==> config.mk <==
export PLATFORM = sky130hd
export DESIGN_NAME = apu_envelope_length_unit
export DESIGN_NICKNAME = d
export VERILOG_FILES = /design/src/rtl/apu_envelope_length_unit_pkg.sv /design/src/rtl/apu_envelope_length_unit_length_counter.sv /design/src/rtl/apu_envelope_length_unit.sv
export SDC_FILE = /design/constraint.sdc
export NUM_CORES = 1
export LEC_CHECK = 0
export ABC_AREA = 1
export BUFFER_PORTS_ARGS = -buffer_cell sky130_fd_sc_hd__buf_4
export CAP_MARGIN = 0
export CORE_MARGIN = 1.5
export CORE_UTILIZATION = 60
export CTS_CLUSTER_SIZE = 10
export DETAILED_ROUTE_END_ITERATION = 10
export PLACE_DENSITY = 0.83
export SYNTH_ARGS = -nofsm -noshare
export SYNTH_HDL_FRONTEND = slang
export SYNTH_SLANG_ARGS = --single-unit
==> constraint.sdc <==
create_clock -name clk_in -period 4.1 [get_ports clk_in]
set_input_delay 0.205 -clock clk_in [delete_from_list [all_inputs] [get_ports clk_in]]
set_output_delay 0.205 -clock clk_in [all_outputs]
set_load 0.03 [all_outputs]
==> src/rtl/apu_envelope_length_unit_pkg.sv <==
// Shared APU constants: control-register bit positions and the 32-entry
// length-counter load table (also used by the triangle linear-counter block).
package apu_envelope_length_unit_pkg;

    localparam int CTRL_HALT  = 5;
    localparam int CTRL_CONST = 4;
    localparam int LEN_W      = 8;
    localparam int VOL_W      = 4;

    function automatic logic [LEN_W-1:0] length_lookup(input logic [4:0] idx);
        logic [LEN_W-1:0] len;
        case (idx)
            5'd0:  len = 8'd10;
            5'd1:  len = 8'd254;
            5'd2:  len = 8'd20;
            5'd3:  len = 8'd2;
            5'd4:  len = 8'd40;
            5'd5:  len = 8'd4;
            5'd6:  len = 8'd80;
            5'd7:  len = 8'd6;
            5'd8:  len = 8'd160;
            5'd9:  len = 8'd8;
            5'd10: len = 8'd60;
            5'd11: len = 8'd10;
            5'd12: len = 8'd14;
            5'd13: len = 8'd12;
            5'd14: len = 8'd26;
            5'd15: len = 8'd14;
            5'd16: len = 8'd12;
            5'd17: len = 8'd16;
            5'd18: len = 8'd24;
            5'd19: len = 8'd18;
            5'd20: len = 8'd48;
            5'd21: len = 8'd20;
            5'd22: len = 8'd96;
            5'd23: len = 8'd22;
            5'd24: len = 8'd192;
            5'd25: len = 8'd24;
            5'd26: len = 8'd72;
            5'd27: len = 8'd26;
            5'd28: len = 8'd16;
            5'd29: len = 8'd28;
            5'd30: len = 8'd32;
            default: len = 8'd30;
        endcase
        return len;
    endfunction

endpackage

==> src/rtl/apu_envelope_length_unit_length_counter.sv <==
// APU length counter: table load on register write, clear on disable,
// decrement on half-frame pulses unless halted, saturating at zero.
module apu_length_counter
    import apu_envelope_length_unit_pkg::*;
(
    input  logic             clk_in,
    input  logic             rst_in,
    input  logic             l_pulse_in,
    input  logic             len_wr_in,
    input  logic [4:0]       len_idx_in,
    input  logic             en_in,
    input  logic             halt_in,
    output logic [LEN_W-1:0] len_out
);

    logic [LEN_W-1:0] q_len;

    // NOTE: state registers use non-blocking assignments so every flop samples
    // pre-edge values; blocking here would create order-dependent simulation.
    always_ff @(posedge clk_in) begin
        if (rst_in) begin
            q_len <= '0;
        end else if (!en_in) begin
            q_len <= '0;
        end else if (len_wr_in) begin
            // A load takes precedence over a coincident half-frame decrement.
            q_len <= length_lookup(len_idx_in);
        end else if (l_pulse_in && !halt_in && q_len != '0) begin
            q_len <= q_len - 1'b1;
        end
    end

    assign len_out = q_len;

endmodule

==> src/rtl/apu_envelope_length_unit.sv <==
// Per-channel APU envelope generator and length counter, driven by the
// frame-sequencer quarter/half-frame pulses.
module apu_envelope_length_unit
    import apu_envelope_length_unit_pkg::*;
#(
    parameter bit ENV_PRESENT = 1'b1
) (
    input  logic             clk_in,
    input  logic             rst_in,
    input  logic             e_pulse_in,
    input  logic             l_pulse_in,
    input  logic             ctrl_wr_in,
    input  logic [5:0]       ctrl_in,
    input  logic             len_wr_in,
    input  logic [4:0]       len_idx_in,
    input  logic             en_in,
    output logic [VOL_W-1:0] volume_out,
    output logic             active_out
);

    logic             q_halt;
    logic [LEN_W-1:0] len;

    always_ff @(posedge clk_in) begin
        if (rst_in) begin
            q_halt <= 1'b0;
        end else if (ctrl_wr_in) begin
            q_halt <= ctrl_in[CTRL_HALT];
        end
    end

    apu_length_counter u_length_counter (
        .clk_in     (clk_in),
        .rst_in     (rst_in),
        .l_pulse_in (l_pulse_in),
        .len_wr_in  (len_wr_in),
        .len_idx_in (len_idx_in),
        .en_in      (en_in),
        .halt_in    (q_halt),
        .len_out    (len)
    );

    assign active_out = (len != '0);

    generate
        if (ENV_PRESENT) begin : gen_env
            logic             q_const;
            logic [VOL_W-1:0] q_period;
            logic             q_start;
            logic [VOL_W-1:0] q_div;
            logic [VOL_W-1:0] q_decay;

            always_ff @(posedge clk_in) begin
                if (rst_in) begin
                    q_const  <= 1'b0;
                    q_period <= '0;
                    q_start  <= 1'b0;
                    q_div    <= '0;
                    q_decay  <= '0;
                end else begin
                    if (ctrl_wr_in) begin
                        q_const  <= ctrl_in[CTRL_CONST];
                        q_period <= ctrl_in[3:0];
                    end

                    if (e_pulse_in) begin
                        if (q_start) begin
                            q_start <= 1'b0;
                            q_decay <= 4'hF;
                            q_div   <= q_period;
                        end else if (q_div == '0) begin
                            q_div <= q_period;
                            if (q_decay != '0) begin
                                q_decay <= q_decay - 1'b1;
                            end else if (q_halt) begin
                                q_decay <= 4'hF;
                            end
                        end else begin
                            q_div <= q_div - 1'b1;
                        end
                    end

                    // Placed last so a length write beats the clear above; the
                    // restart itself waits for the next quarter-frame.
                    if (len_wr_in) begin
                        q_start <= 1'b1;
                    end
                end
            end

            assign volume_out = q_const ? q_period : q_decay;
        end else begin : gen_no_env
            assign volume_out = '0;
        end
    endgenerate

endmodule

=== Word level (Yosys, flattened, before mapping) ===
Memories as Yosys holds them, arrays and structs flattened.
Cells that the tools add are included.

* $add $sub $neg: 3
* Multiplexer cells: 11
* Bitwise gates (word level): 1
* Reduce and logical (&&, ||, !) cells: 12

{| class="wikitable"
|+ Operator list
! kind !! number
|-
| two-way mux 4 bit || 7
|-
| two-way mux 8 bit || 2
|-
| nonzero test 8 bit || 1
|-
| subtractor 4 x 1 -> 4 bit, second input constant || 2
|-
| subtractor 8 x 1 -> 8 bit, second input constant || 1
|-
| nonzero test 2 bit || 3
|-
| logical NOT 4 bit || 1
|-
| nonzero test 4 bit || 1
|-
| AND reduction 3 bit || 1
|-
| nonzero test 3 bit || 1
|-
| logical AND 1 bit || 2
|-
| two-way mux 1 bit || 2
|-
| OR reduction 2 bit || 1
|-
| logical NOT 1 bit || 1
|-
| inverter 1 bit || 1
|}

* Bits in registers: 23
* Memory bits (read-only): 224
* Input bits: 18
* Output and inout port bits: 5
* Logic and storage cells: 35
* Memories kept: 1

{| class="wikitable"
|+ Memory list
! name !! depth !! width !! rd ports !! clocked after memory_dff !! write ports !! RTL line !! RTL
|-
| (no name shown) || 32 || 7 || 1 || 0 || 0 || apu_envelope_length_unit_pkg.sv:12 || <nowiki>case (idx)</nowiki>
|}

=== Longest topological paths before layout ===
Gate-level depths: netlist of run 1.

* Depth in word-level cells: 5
* Mapped depth: 12
* Gate-level depth less buffers: 12

=== Cells and area by module ===
Synthesis of run 1 repeated with hierarchy kept, for this count alone.

* Cells, all modules: 272
* Area total of the unflattened synthesis: 1762.9 µm²

{| class="wikitable"
|+ By module, submodules not included
! module !! times used !! cells an instance !! area an instance (µm²) !! seq. area each (µm²)
|-
| apu_length_counter || 1 || 151 || 944.7 || 160.2
|-
| apu_envelope_length_unit || 1 || 121 || 818.3 || 300.3
|}

=== Worst setup path after synthesis of run 1 ===
Ideal clock, no wire load.

* Path type: register to register
* Start point: reg u_length_counter.q_len[0] (netlist: u_length_counter.len_out[0])
* End point: reg u_length_counter.q_len[3] (netlist: u_length_counter.len_out[3])
* Library setup time: 115 ps
* Arrival time: 1268 ps
* Data required time: 3985 ps
* Setup slack: 2717 ps
* Stages on the path, launching flop included: 9
* Period minus slack after synthesis: 1383 ps
* Path through: dfxtp_1 > inv_1 > ha_1 > nand2_2 > o21ai_4 > nand2_2 > buf_6 > o21ai_1 > nor2_1

* Longest elaborated chain between the ends: 3
* Elaborated cells on any way between the ends: 6

{| class="wikitable"
|+ Ends and longest elaborated chain
! element !! RTL line !! RTL
|-
| start, declared || apu_envelope_length_unit_length_counter.sv:16 || <nowiki>logic [LEN_W-1:0] q_len;</nowiki>
|-
| start signal, assigned || apu_envelope_length_unit_length_counter.sv:27 || <nowiki>q_len <= length_lookup(len_idx_in);</nowiki>
|-
| start signal, assigned || apu_envelope_length_unit_length_counter.sv:29 || <nowiki>q_len <= q_len - 1'b1;</nowiki>
|-
| subtractor 8 x 1 -> 8 bit / nonzero test 8 bit (equally long branches) || apu_envelope_length_unit_length_counter.sv:29, apu_envelope_length_unit_length_counter.sv:28 ||
|-
| two-way mux 8 bit / logical AND 1 bit (equally long branches) || apu_envelope_length_unit_length_counter.sv:28 || <nowiki>end else if (l_pulse_in && !halt_in && q_len != '0) begin</nowiki>
|-
| two-way mux 8 bit / nonzero test 2 bit (equally long branches) || -- ||
|}

Parallel ways exist; a longest one is shown, timed or not. The select of a mux whose other input is x is not followed.
A chain may end at the register's enable or synchronous reset.

=== Worst setup path in the final report of run 1 ===
* Start point: reg u_length_counter.q_len[0] (netlist: u_length_counter.len_out[0])
* End point: out active_out

* Longest elaborated chain between the ends: 1

{| class="wikitable"
|+ Ends and longest elaborated chain
! element !! RTL line !! RTL
|-
| nonzero test 8 bit || apu_envelope_length_unit.sv:43 || <nowiki>assign active_out = (len != '0);</nowiki>
|-
| end, declared || apu_envelope_length_unit.sv:18 || <nowiki>output logic active_out</nowiki>
|}

Every way passes these cells.

==> qor.csv, run 1 <==
stage;metric;value;unit
run_status;outcome;complete, no violations;
synth;Cells after Synth;284;
floorplan;Die Wd;55.9;µm
sta;Post-Route Setup TNS;0;ns
power_and_ir_drop;leak pwr;0.000971;µW
sta;minimum clock period;1.68;ns
synth;post-synthesis average cell area;5.91;µm²
synth;FF+latch count, synth;23;
routing;drt total wl;3530;µm
synth;top cells by count, synth;nand2_1 (72), nor2_1 (44), inv_1 (39);
setup_path;Required @ worst endpoint;3.89;ns
floorplan;core area;0.00271;mm²
clock_network;TritonCTS clock tree;yes;
setup_path;CP Cell Sequence;inv_1 -> ha_1 -> nand2_2 -> nor2_1 -> inv_1 -> buf_4;
min_path;Hold Path Origin;rst_in;
floorplan;# IOs;23;
clock_network;CTS H-Tree Depth;1;
min_path;hold depth;2;
global_routing;Remaining Overflow, GRT;0;
clock_network;number of CTS-inserted buffers;3;
sta;worst slew pin tran;0.571;ns
sta;Final period util;41.0;%
setup_path;Worst R2R Start;u_length_counter.len_out[0]$_SDFFE_PP0P_;
floorplan;std cell rows;19;
synth;ranking of synthesized cells by area;dfxtp_1 (27%), nand2_1 (16%), nor2_1 (9.8%);
routing;Remaining DRCs;0;
setup_path;Critical Path Sink Type;output port;
routing;WL per Instance;10.6;µm
synth;distinct cell type count after synthesis;24;
place;dpl hpwl;2770;µm
setup_path;Crit. Startpoint;u_length_counter.len_out[0]$_SDFFE_PP0P_;
sta;hold_ws;0.0720;ns
layout;share of layout cells above drive strength 1;11.3;%
synth;Yosys Warn Count;0;
sta;RSZ-0062 raised after global routing;no;
routing;via count;1719;
power_and_ir_drop;PD cells;317;mW/mm²
synth;post-synth top area share;27.4;%
min_path;Min-Delay Path Class;in -> reg;
setup_path;CP Class;reg -> out;
layout;ant diodes;0;
global_routing;initial antenna violation count;0;
floorplan;Initial Util;62.0;%
setup_path;RR Endpoint;u_length_counter.len_out[1]$_SDFFE_PP0P_;
setup_path;arrival time worst endpoint;1.47;ns
clock_network;Resize count post-CTS;0;
synth;Post-synth EDFFs;0;
synth;sequential fraction of the synthesis area;27.4;%
routing;DR iter-0 viols;69;
sta;Slew Limit Fails;0;
layout;final net count;330;
min_path;Worst Hold Endpoint;gen_env.q_decay[3]$_SDFFE_PP0P_;
global_routing;vias in the first global route;1567;
clock_network;CTS Sinks;23;
global_routing;largest net degree at the start of global routing;14;
sta;Max Clk Rate;595;MHz
synth;Post-synth ARST share;0;%
setup_path;critical path startpoint category;register;
layout;synth-to-layout area growth;11.3;%
global_routing;grt met1 use;29.0;%
place;GP Congestion;0.877;
power_and_ir_drop;Max IR drop VDD;0.000246;V
synth;most common flop cell mapped by yosys;dfxtp_1;
sta;setup violators final;0;
clock_network;clock buffer depth;2;
global_routing;global-route wire length before repair;6240;µm
setup_path;Crit-path slowest cell;dfxtp_1;
setup_path;top fanout value on the critical path;5;
layout;Util after Layout;69.0;%
setup_path;crit-path most repeated cell;inv_1;
synth;Synthesized Nets;311;
setup_path;R2R Setup Slk;2.58;ns
sta;worst-case clock skew;0.00239;ns
layout;Fill cells;283;
floorplan;Die Footprint;0.00312;mm²
clock_network;Post-CTS Setup Bufs;0;
global_routing;total track usage;24.1;%
clock_network;Post-CTS Hold Buffers;0;
sta;final hold violations;0;
sta;Slew HR;61.8;%
global_routing;GRT busiest layer;met2;
synth;Cell Area, Synth;0.00168;mm²
clock_network;clock slew seen by the registers of the worst setup and hold paths;0.13;ns
global_routing;M3 GR Usage;3.26;%
place;Port Buffers;22;
clock_network;root buf cell;clkbuf_4;
setup_path;R2R cell count;7;
routing;Initial DRT Pass Iterations;5;
run;max-cap violations;0;
synth;Synth area leader;dfxtp_1;
setup_path;CP max stage delay;0.33;ns
routing;antenna viol nets, final;0;
clock_network;Worst-Skew Late Latency;0.31;ns
synth;most frequent cell after synthesis;nand2_1;
global_routing;M2 GR Usage;43.9;%
floorplan;DIE HEIGHT;55.9;µm
routing;via/cell ratio;5.16;
cell families (layout without fill, tap and decap cells):
group / Yosys count / count (layout) / share of synthesized area (%)
xor+xnor: 3 / 3 / 1.57
compound gates: 49 / 49 / 15.5
simple gates: 152 / 152 / 37.4
fa+ha+maj: 9 / 9 / 6.71
buf+inv: 48 / 66 / 11.4
flops: 23 / 23 / 27.4
cells in the final DEF (no fill, tap or decap), types with 2 or more instances in the layout:
cell type	netlist	layout
nor3_1	2	2
ha_1	9	9
nand2_1	72	72
inv_1	39	39
nor2_1	44	44
nand2_2	3	3
buf_4	0	22
o21ai_0	27	27
nand4_1	3	3
or2_2	3	3
clkbuf_4	0	3
dfxtp_1	23	23
a21oi_1	16	16
xor2_1	2	2
nand3_1	24	24
o21ai_1	3	3
metal layers:
layer	wire length, µm	part of all wire (%)
met2	1740	49
met1	1650	47
met4	67	1.9
met3	77	2.2
met5	0	0
where the power goes:
part           total [µW]  switching [µW]  internal (µW)
combinational         225             139           85.5
sequential            262            17.1            245
clock                 107            70.2           36.4
registers in the layout, summed over array words and instances, names as in the netlist:
register and cells:
u_length_counter.len_out 8, gen_env.q_decay 4, gen_env.q_period 4, gen_env.q_div 4, gen_env.q_start 1, gen_env.q_const 1
q_halt 1
cell type report:
cell class                 instances  area (µm²)  share of cell area (%)
multi-input combinational        213        1030                    55.0
inverter                          40         150                    8.03
clock inverter                     1        5.00                   0.268
sequential                        23         460                    24.6
timing repair buffer              22         165                    8.84
clock buffer                       3        22.5                    1.20
tap                               31        38.8                    2.07
metrics by stage:
stage / power, µW / setup WS [ns] / std cells / area, µm²
after floorplan: 433 / 2.72 / 284 / 1680
after global placement: 488 / 2.65 / 329 / 1840
after detailed placement: 491 / 2.61 / 329 / 1840
after CTS: 595 / 2.42 / 333 / 1870
after global routing: 638 / 2.29 / 333 / 1870
final: 593 / 2.42 / 333 / 1870
how the worst max path moves through the flow:
stage / endpoint / slack (ns) / depth (start not counted)
after global routing: active_out / 2.29 / 6
final: active_out / 2.42 / 6
after floorplan: u_length_counter.len_out[3]$_SDFFE_PP0P_ / 2.72 / 8
after global placement: u_length_counter.len_out[4]$_SDFFE_PP0P_ / 2.65 / 7
after CTS: active_out / 2.42 / 6
after detailed placement: gen_env.q_decay[1]$_SDFFE_PP0P_ / 2.61 / 9
worst max-delay path: cells and delay by family (launching register included):
family                     cells  cell delay, ns
adders and majority gates      1            0.25
buffers and inverters          3            0.34
DFF                            1            0.33
and+or+nand+nor                2            0.24
Power figures use the tool's default switching activity.
==> run 2: changes to the inputs <==
- CORE_UTILIZATION: 60 -> 57
- PLACE_DENSITY: 0.83 -> 0.79
- clock period: 4.1 -> 1.6 ns (I/O delays scaled with it)
==> run 2 against run 1 <==
Power grew to 2.6 times the previous value; sequential cell count is the same; wire length increased by 4.4%; cell area up 3.6%; clock skew increased by 0.0035 ns; largest cell class unchanged; critical path depth stayed put; hold slack worse by 0.058 ns; sequential share of layout area fell by 0.86 points; combinational power grew to 2.6 times the previous value.
==> qor.csv, run 2 (synthesized netlist as in run 1, its figures left out) <==
stage;metric;value;unit;change
sta;Post-Route Setup TNS;0;ns;unchanged
global_routing;Remaining Overflow, GRT;0;;unchanged
clock_network;clock slew seen by the registers of the worst setup and hold paths;0.14;ns;was 0.13 ns
floorplan;Die Footprint;0.00328;mm²;was 0.00312 mm²
layout;synth-to-layout area growth;15.4;%;was 11.3%
clock_network;Post-CTS Setup Bufs;0;;unchanged
layout;Fill cells;264;;was 283
power_and_ir_drop;PD cells;801;mW/mm²;was 317 mW/mm²
clock_network;TritonCTS clock tree;yes;;unchanged
clock_network;clock buffer depth;2;;unchanged
sta;worst slew pin tran;0.509;ns;was 0.571 ns
setup_path;arrival time worst endpoint;1.35;ns;was 1.47 ns
layout;final net count;335;;was 330
sta;setup violators final;0;;unchanged
global_routing;global-route wire length before repair;6240;µm;about the same
min_path;Min-Delay Path Class;in -> reg;;unchanged
place;GP Congestion;0.873;;was 0.877
setup_path;top fanout value on the critical path;5;;unchanged
power_and_ir_drop;clock network fraction of total power;18.3;%;was 18.0%
setup_path;R2R cell count;9;;was 7
setup_path;critical path startpoint category;register;;unchanged
sta;RSZ-0062 raised after global routing;no;;unchanged
floorplan;core area;0.00278;mm²;was 0.00271 mm²
layout;max FFs per register;8;;unchanged
place;Port Buffers;22;;unchanged
power_and_ir_drop;Max IR drop VDD;0.000697;V;was 0.000246 V
sta;Slew Limit Fails;0;;unchanged
setup_path;RR Endpoint;gen_env.q_decay[3]$_SDFFE_PP0P_;;was u_length_counter.len_out[1]$_SDFFE_PP0P_
layout;share of layout cells above drive strength 1;11.7;%;was 11.3%
sta;worst-case clock skew;0.00587;ns;was 0.00239 ns
layout;most common cell after layout, fill and taps aside;nand2_1;;unchanged
power_and_ir_drop;leak pwr;0.000996;µW;was 0.000971 µW
sta;final hold violations;0;;unchanged
min_path;Hold Path Origin;ctrl_wr_in;;was rst_in
run;max-cap violations;0;;unchanged
min_path;hold depth;3;;was 2
clock_network;CTS Sinks;23;;unchanged
power_and_ir_drop;Internal;953;µW;was 367 µW
setup_path;Worst R2R Start;gen_env.q_decay[0]$_SDFFE_PP0P_;;was u_length_counter.len_out[0]$_SDFFE_PP0P_
routing;Initial DRT Pass Iterations;4;;was 5
clock_network;CTS H-Tree Depth;1;;unchanged
sta;minimum clock period;1.43;ns;
power_and_ir_drop;switch share;38.6;%;was 38.2%
sta;Max Clk Rate;697;MHz;
setup_path;Critical Path Sink Type;output port;;unchanged
floorplan;# IOs;23;;unchanged
place;dpl hpwl;2830;µm;was 2770 µm
power_and_ir_drop;Logic pwr share;38.4;%;was 37.9%
global_routing;total track usage;23.7;%;was 24.1%
routing;WL per Instance;10.9;µm;was 10.6 µm
setup_path;Required @ worst endpoint;1.52;ns;was 3.89 ns
floorplan;std cell rows;19;;unchanged
sta;hold_ws;0.0138;ns;was 0.0720 ns
floorplan;Initial Util;60.4;%;was 62.0%
power_and_ir_drop;Seq pwr share;43.3;%;was 44.1%
setup_path;CP Class;reg -> out;;unchanged
routing;Remaining DRCs;0;;unchanged
clock_network;Worst-Skew Late Latency;0.32;ns;was 0.31 ns
floorplan;Die Wd;57.3;µm;was 55.9 µm
layout;most frequent cells in the layout;nand2_1 (72), nor2_1 (44), inv_1 (38), o21ai_0 (26), nand3_1 (24);;was nand2_1 (72), nor2_1 (44), inv_1 (39), o21ai_0 (27), nand3_1 (24)
power_and_ir_drop;Sw Pwr;598;µW;was 227 µW
sta;Slew HR;66.0;%;was 61.8%
sta;Final period util;89.7;%;
place;Placement Setup Slack;0.105;ns;was 2.61 ns
routing;antenna viol nets, final;0;;unchanged
routing;drt total wl;3680;µm;was 3530 µm
clock_network;root buf cell;clkbuf_4;;unchanged
routing;via/cell ratio;5.12;;was 5.16
layout;ant diodes;0;;unchanged
routing;via count;1729;;was 1719
sta;Final WS setup;0.165;ns;was 2.42 ns
setup_path;R2R Setup Slk;0.19;ns;was 2.58 ns
global_routing;largest net degree at the start of global routing;14;;unchanged
global_routing;initial antenna violation count;0;;unchanged
clock_network;number of CTS-inserted buffers;3;;unchanged
floorplan;DIE HEIGHT;57.3;µm;was 55.9 µm
min_path;Worst Hold Endpoint;gen_env.q_period[3]$_SDFFE_PP0P_;;was gen_env.q_decay[3]$_SDFFE_PP0P_
run_status;outcome;complete, no violations;;unchanged
global_routing;vias in the first global route;1561;;was 1567
routing;DR iter-0 viols;78;;was 69
## run 2: cell count changes in the layout (fill, tap and decap cells not counted)
cell           change
dlygate4sd3_1      +5
ha_1               -1
ha_4               +1
inv_1              -1
inv_2              +1
nand2_2            -1
nand2_4            +1
o21ai_0            -1
o21ai_1            +1
## run 2: repair_timing
action | 4_1_cts | 5_1_grt
endpoints found under the setup margin | 0 | 11
gates resized for setup | 0 | 5
hold endpoints to repair | 8 | 0
hold buffers | 5 | 0
## run 2: power by group through the flow
stage          registers, µW  logic [µW]  clock network (µW)
2_1_floorplan            669         441                   0
3_3_place_gp             683         570                   0
3_5_place_dp             683         577                   0
4_1_cts                  670         588                 286
5_1_grt                  680         677                 324
6_report                 671         596                 284
## run 2: metrics by stage
step	util [%]	area [µm²]	total power (µW)	cells
after floorplan	-	1680	1110	284
after global placement	66.2	1840	1250	329
after detailed placement	66.2	1840	1260	329
after CTS	69.0	1920	1540	338
after global routing	69.6	1940	1680	338
final	69.6	1940	1550	338
## run 2: worst max path at each step
stage                                                  start                                        to  slack [ns]  depth (start not counted)
floorplan           u_length_counter.len_out[0]$_SDFFE_PP0P_  u_length_counter.len_out[3]$_SDFFE_PP0P_        0.22                          8
global placement    u_length_counter.len_out[0]$_SDFFE_PP0P_  u_length_counter.len_out[4]$_SDFFE_PP0P_        0.15                          7
detailed placement  u_length_counter.len_out[0]$_SDFFE_PP0P_  u_length_counter.len_out[1]$_SDFFE_PP0P_        0.10                          7
CTS                 u_length_counter.len_out[0]$_SDFFE_PP0P_                                active_out        0.04                          6
global route                   gen_env.q_div[0]$_SDFFE_PP0P_           gen_env.q_decay[1]$_SDFFE_PP0P_        0.02                          9
finish              u_length_counter.len_out[0]$_SDFFE_PP0P_                                active_out        0.17                          6
## run 2: area by class of cell
| cell class | count | area [µm²] | area share, % |
|---|---|---|---|
| multi-input combinational | 213 | 1040 | 53.9 |
| sequential | 23 | 460 | 23.8 |
| timing repair buffer | 27 | 215 | 11.1 |
| inverter | 40 | 150 | 7.75 |
| tap | 31 | 38.8 | 2.00 |
| clock buffer | 3 | 22.5 | 1.16 |
| clock inverter | 1 | 5.00 | 0.258 |
## run 2: critical path, cell delays in order (launching register included)
cell     delay (ns)
dfxtp_1        0.35
inv_2          0.11
ha_4           0.16
nand2_2        0.09
nor2_1         0.11
inv_1          0.05
buf_4          0.16
## run 2: layer usage
metal | global-route usage (%) | vias up | share of wire, %
li1 | - | 945 | -
met1 | 29.7 | 754 | 48
met2 | 41.2 | 26 | 49
met3 | 2.95 | 4 | 2.4
met4 | 9.63 | 0 | 1.4
met5 | 0 | - | 0
==> run 3: changes to the inputs <==
- CORE_UTILIZATION: 57 -> 58
- PLACE_DENSITY: 0.79 -> 0.8
- SYNTH_HIERARCHICAL: unset -> 1
- clock period: 1.6 -> 1.63 ns (I/O delays scaled with it)
==> run 3 against run 2 <==
Register-to-register slack got worse by 0.05 ns; sequential power down 1%; global-route usage rose by 1.8 points; hold slack better by 0.0041 ns; first-iteration DRC count is 12% higher; wire length grew 6.4%; via count increased by 1.8%; utilization rose by 1.5 points; synthesized area rose by 5.0%; cell area up 3.9%; largest cell class unchanged.
==> qor.csv, run 3 <==
stage;metric;value;unit;change
floorplan;# IOs;23;;unchanged
sta;minimum clock period;1.49;ns;
power_and_ir_drop;Internal;961;µW;was 953 µW
layout;Util after Layout;71.1;%;was 69.6%
synth;ranking of synthesized cells by area;dfxtp_1 (26%), nand2_1 (13%), nor2_1 (7.5%);;was dfxtp_1 (27%), nand2_1 (16%), nor2_1 (9.8%)
power_and_ir_drop;Max IR drop VDD;0.000528;V;was 0.000697 V
layout;Fill cells;270;;was 264
setup_path;CP Cell Sequence;inv_1 -> ha_1 -> inv_1 -> nor3_2 -> nand2_2 -> nand2_2 -> nand2_4 -> clkinv_1 -> a21oi_1 -> nor2_1;;was inv_2 -> ha_4 -> nand2_2 -> nor2_1 -> inv_1 -> buf_4
power_and_ir_drop;Seq pwr share;41.8;%;was 43.3%
synth;Cell Area, Synth;0.00176;mm²;was 0.00168 mm²
run;max-cap violations;0;;unchanged
setup_path;Required @ worst endpoint;1.86;ns;was 1.52 ns
power_and_ir_drop;Sw Pwr;622;µW;was 598 µW
place;GP Congestion;0.930;;was 0.873
synth;most common flop cell mapped by yosys;dfxtp_1;;unchanged
clock_network;Worst-Skew Late Latency;0.32;ns;about the same
layout;share of layout cells above drive strength 1;18.5;%;was 11.7%
clock_network;TritonCTS clock tree;yes;;unchanged
sta;Final period util;91.5;%;
min_path;Min-Delay Path Class;in -> reg;;unchanged
global_routing;initial antenna violation count;0;;unchanged
routing;Initial DRT Pass Iterations;6;;was 4
floorplan;core area;0.00283;mm²;was 0.00278 mm²
power_and_ir_drop;leak pwr;0.000998;µW;was 0.000996 µW
power_and_ir_drop;switch share;39.3;%;was 38.6%
routing;WL per Instance;11.9;µm;was 10.9 µm
global_routing;largest net degree at the start of global routing;14;;unchanged
place;dpl hpwl;2920;µm;was 2830 µm
floorplan;Die Wd;58.1;µm;was 57.3 µm
setup_path;Critical Path Sink Type;register;;was output port
clock_network;clock buffer depth;2;;unchanged
clock_network;root buf cell;clkbuf_4;;unchanged
synth;top cells by count, synth;nand2_1 (63), nor2_1 (35), inv_1 (27);;was nand2_1 (72), nor2_1 (44), inv_1 (39)
power_and_ir_drop;PD cells;787;mW/mm²;was 801 mW/mm²
floorplan;Die Footprint;0.00338;mm²;was 0.00328 mm²
layout;max FFs per register;8;;unchanged
global_routing;vias in the first global route;1579;;was 1561
setup_path;arrival time worst endpoint;1.72;ns;was 1.35 ns
clock_network;number of CTS-inserted buffers;3;;unchanged
sta;worst slew pin tran;0.303;ns;was 0.509 ns
setup_path;top fanout value on the critical path;11;;was 5
routing;DR iter-0 viols;87;;was 78
synth;sequential fraction of the synthesis area;26.1;%;was 27.4%
clock_network;CTS H-Tree Depth;1;;unchanged
synth;Post-synth ARST share;0;%;unchanged
clock_network;CTS Sinks;23;;unchanged
sta;setup violators final;0;;unchanged
setup_path;critical path startpoint category;register;;unchanged
layout;Storage cell area;462;µm²;was 460 µm²
setup_path;CP Class;reg -> reg;;was reg -> out
place;Port Buffers;22;;unchanged
power_and_ir_drop;total power;1580;µW;was 1550 µW
global_routing;global-route wire length before repair;6840;µm;was 6240 µm
layout;final net count;326;;was 335
sta;final hold violations;0;;unchanged
routing;Remaining DRCs;0;;unchanged
layout;most common cell after layout, fill and taps aside;nand2_1;;unchanged
synth;Cells after Synth;272;;was 284
synth;FF+latch count, synth;23;;unchanged
power_and_ir_drop;clock network fraction of total power;17.1;%;was 18.3%
global_routing;total track usage;25.5;%;was 23.7%
sta;Post-Route Setup TNS;0;ns;unchanged
synth;Synthesized Nets;300;;was 311
setup_path;Crit-path slowest cell;dfxtp_1;;unchanged
sta;hold_ws;0.0179;ns;was 0.0138 ns
routing;antenna viol nets, final;0;;unchanged
layout;synth-to-layout area growth;14.1;%;was 15.4%
sta;RSZ-0062 raised after global routing;no;;unchanged
layout;ant diodes;0;;unchanged
synth;most frequent cell after synthesis;nand2_1;;unchanged
routing;via count;1760;;was 1729
synth;Post-synth EDFFs;0;;unchanged
sta;worst-case clock skew;0.0108;ns;was 0.00587 ns
sta;Slew HR;79.8;%;was 66.0%
synth;Synth area leader;dfxtp_1;;unchanged
layout;area occupied by multi-input gates;0.00111;mm²;was 0.00104 mm²
synth;post-synthesis average cell area;6.48;µm²;was 5.91 µm²
routing;drt total wl;3920;µm;was 3680 µm
global_routing;Remaining Overflow, GRT;0;;unchanged
routing;via/cell ratio;5.37;;was 5.12
clock_network;clock slew seen by the registers of the worst setup and hold paths;0.14;ns;about the same
synth;Yosys Warn Count;6;;was 0
synth;post-synth top area share;26.1;%;was 27.4%
power_and_ir_drop;Logic pwr share;41.1;%;was 38.4%
floorplan;DIE HEIGHT;58.1;µm;was 57.3 µm
floorplan;std cell rows;19;;unchanged
sta;Max Clk Rate;670;MHz;
run_status;outcome;complete, no violations;;unchanged
floorplan;Initial Util;62.3;%;was 60.4%
layout;most frequent cells in the layout;nand2_1 (63), nor2_1 (35), inv_1 (27), nand3_1 (25), buf_4 (23);;was nand2_1 (72), nor2_1 (44), inv_1 (38), o21ai_0 (26), nand3_1 (24)
synth;distinct cell type count after synthesis;31;;was 24
sta;Slew Limit Fails;0;;unchanged
setup_path;CP max stage delay;0.40;ns;was 0.35 ns
run 3: metrics by stage:
step                      cells  setup WS [ns]  instance area, µm²
after floorplan             272          0.314                1760
after detailed placement    319         0.0935                1920
after global placement      319          0.141                1920
after CTS                   328         0.0748                2000
final                       328          0.138                2010
after global routing        328         0.0483                2010
run 3: power groups by stage:
stage          logic [µW]  registers, µW  clock network, µW
2_1_floorplan         490            659                  0
3_3_place_gp          620            672                  0
3_5_place_dp          631            672                  0
4_1_cts               644            660                282
5_1_grt               734            670                297
6_report              651            661                271
run 3: kinds of logic after synthesis:
group	after synthesis	share of synthesized area (%)
fa+ha+maj	10	7.10
buf+inv	44	11.6
flops	23	26.1
xor+xnor	2	0.994
simple gates	149	40.7
compound gates	44	13.5
run 3: what timing repair did:
action | CTS | global route
endpoints found under the hold margin | 6 | 0
hold buffers | 5 | 0
setup endpoints to repair | 0 | 4
buffers inserted | 0 | 0
gates resized for setup | 0 | 3
run 3: critical path, delay by kind of cell (launching register included):
| family | cells | cell delay, ns |
|---|---|---|
| AND/OR/NAND/NOR | 5 | 0.37 |
| AO/OA/AOI/OAI | 1 | 0.14 |
| flip-flops | 1 | 0.40 |
| adder cells (fa/ha/maj) | 1 | 0.19 |
| buffers and inverters | 3 | 0.29 |
run 3: metal layers:
| metal | track usage, % | share of wire (%) | vias to the layer above |
|---|---|---|---|
| met4 | 4.32 | 0.87 | 0 |
| met2 | 40.3 | 44 | 53 |
| met5 | 0 | 0 | - |
| met3 | 5.36 | 5.1 | 6 |
| met1 | 36.4 | 50 | 771 |
| li1 | - | - | 930 |
run 3: layout make-up:
class / count / share of cell area (%)
Tap cell: 31 / 1.93
Sequential cell: 23 / 22.9
Multi-Input combinational cell: 205 / 55.1
Inverter: 37 / 7.59
Clock inverter: 1 / 0.249
Clock buffer: 3 / 1.12
Timing Repair Buffer: 28 / 11.1
run 3: worst paths after layout:
kind | slack [ns] | to | cells past startpoint | from
max | 0.14 | u_length_counter/len_out[1]$_SDFFE_PP0P_ | 10 | u_length_counter/len_out[1]$_SDFFE_PP0P_
min | 0.02 | gen_env.q_period[0]$_SDFFE_PP0P_ | 3 | ctrl_in[0]
max reg2reg | 0.14 | u_length_counter/len_out[1]$_SDFFE_PP0P_ | 10 | u_length_counter/len_out[1]$_SDFFE_PP0P_
min reg2reg | 0.51 | gen_env.q_div[2]$_SDFFE_PP0P_ | 2 | gen_env.q_div[2]$_SDFFE_PP0P_
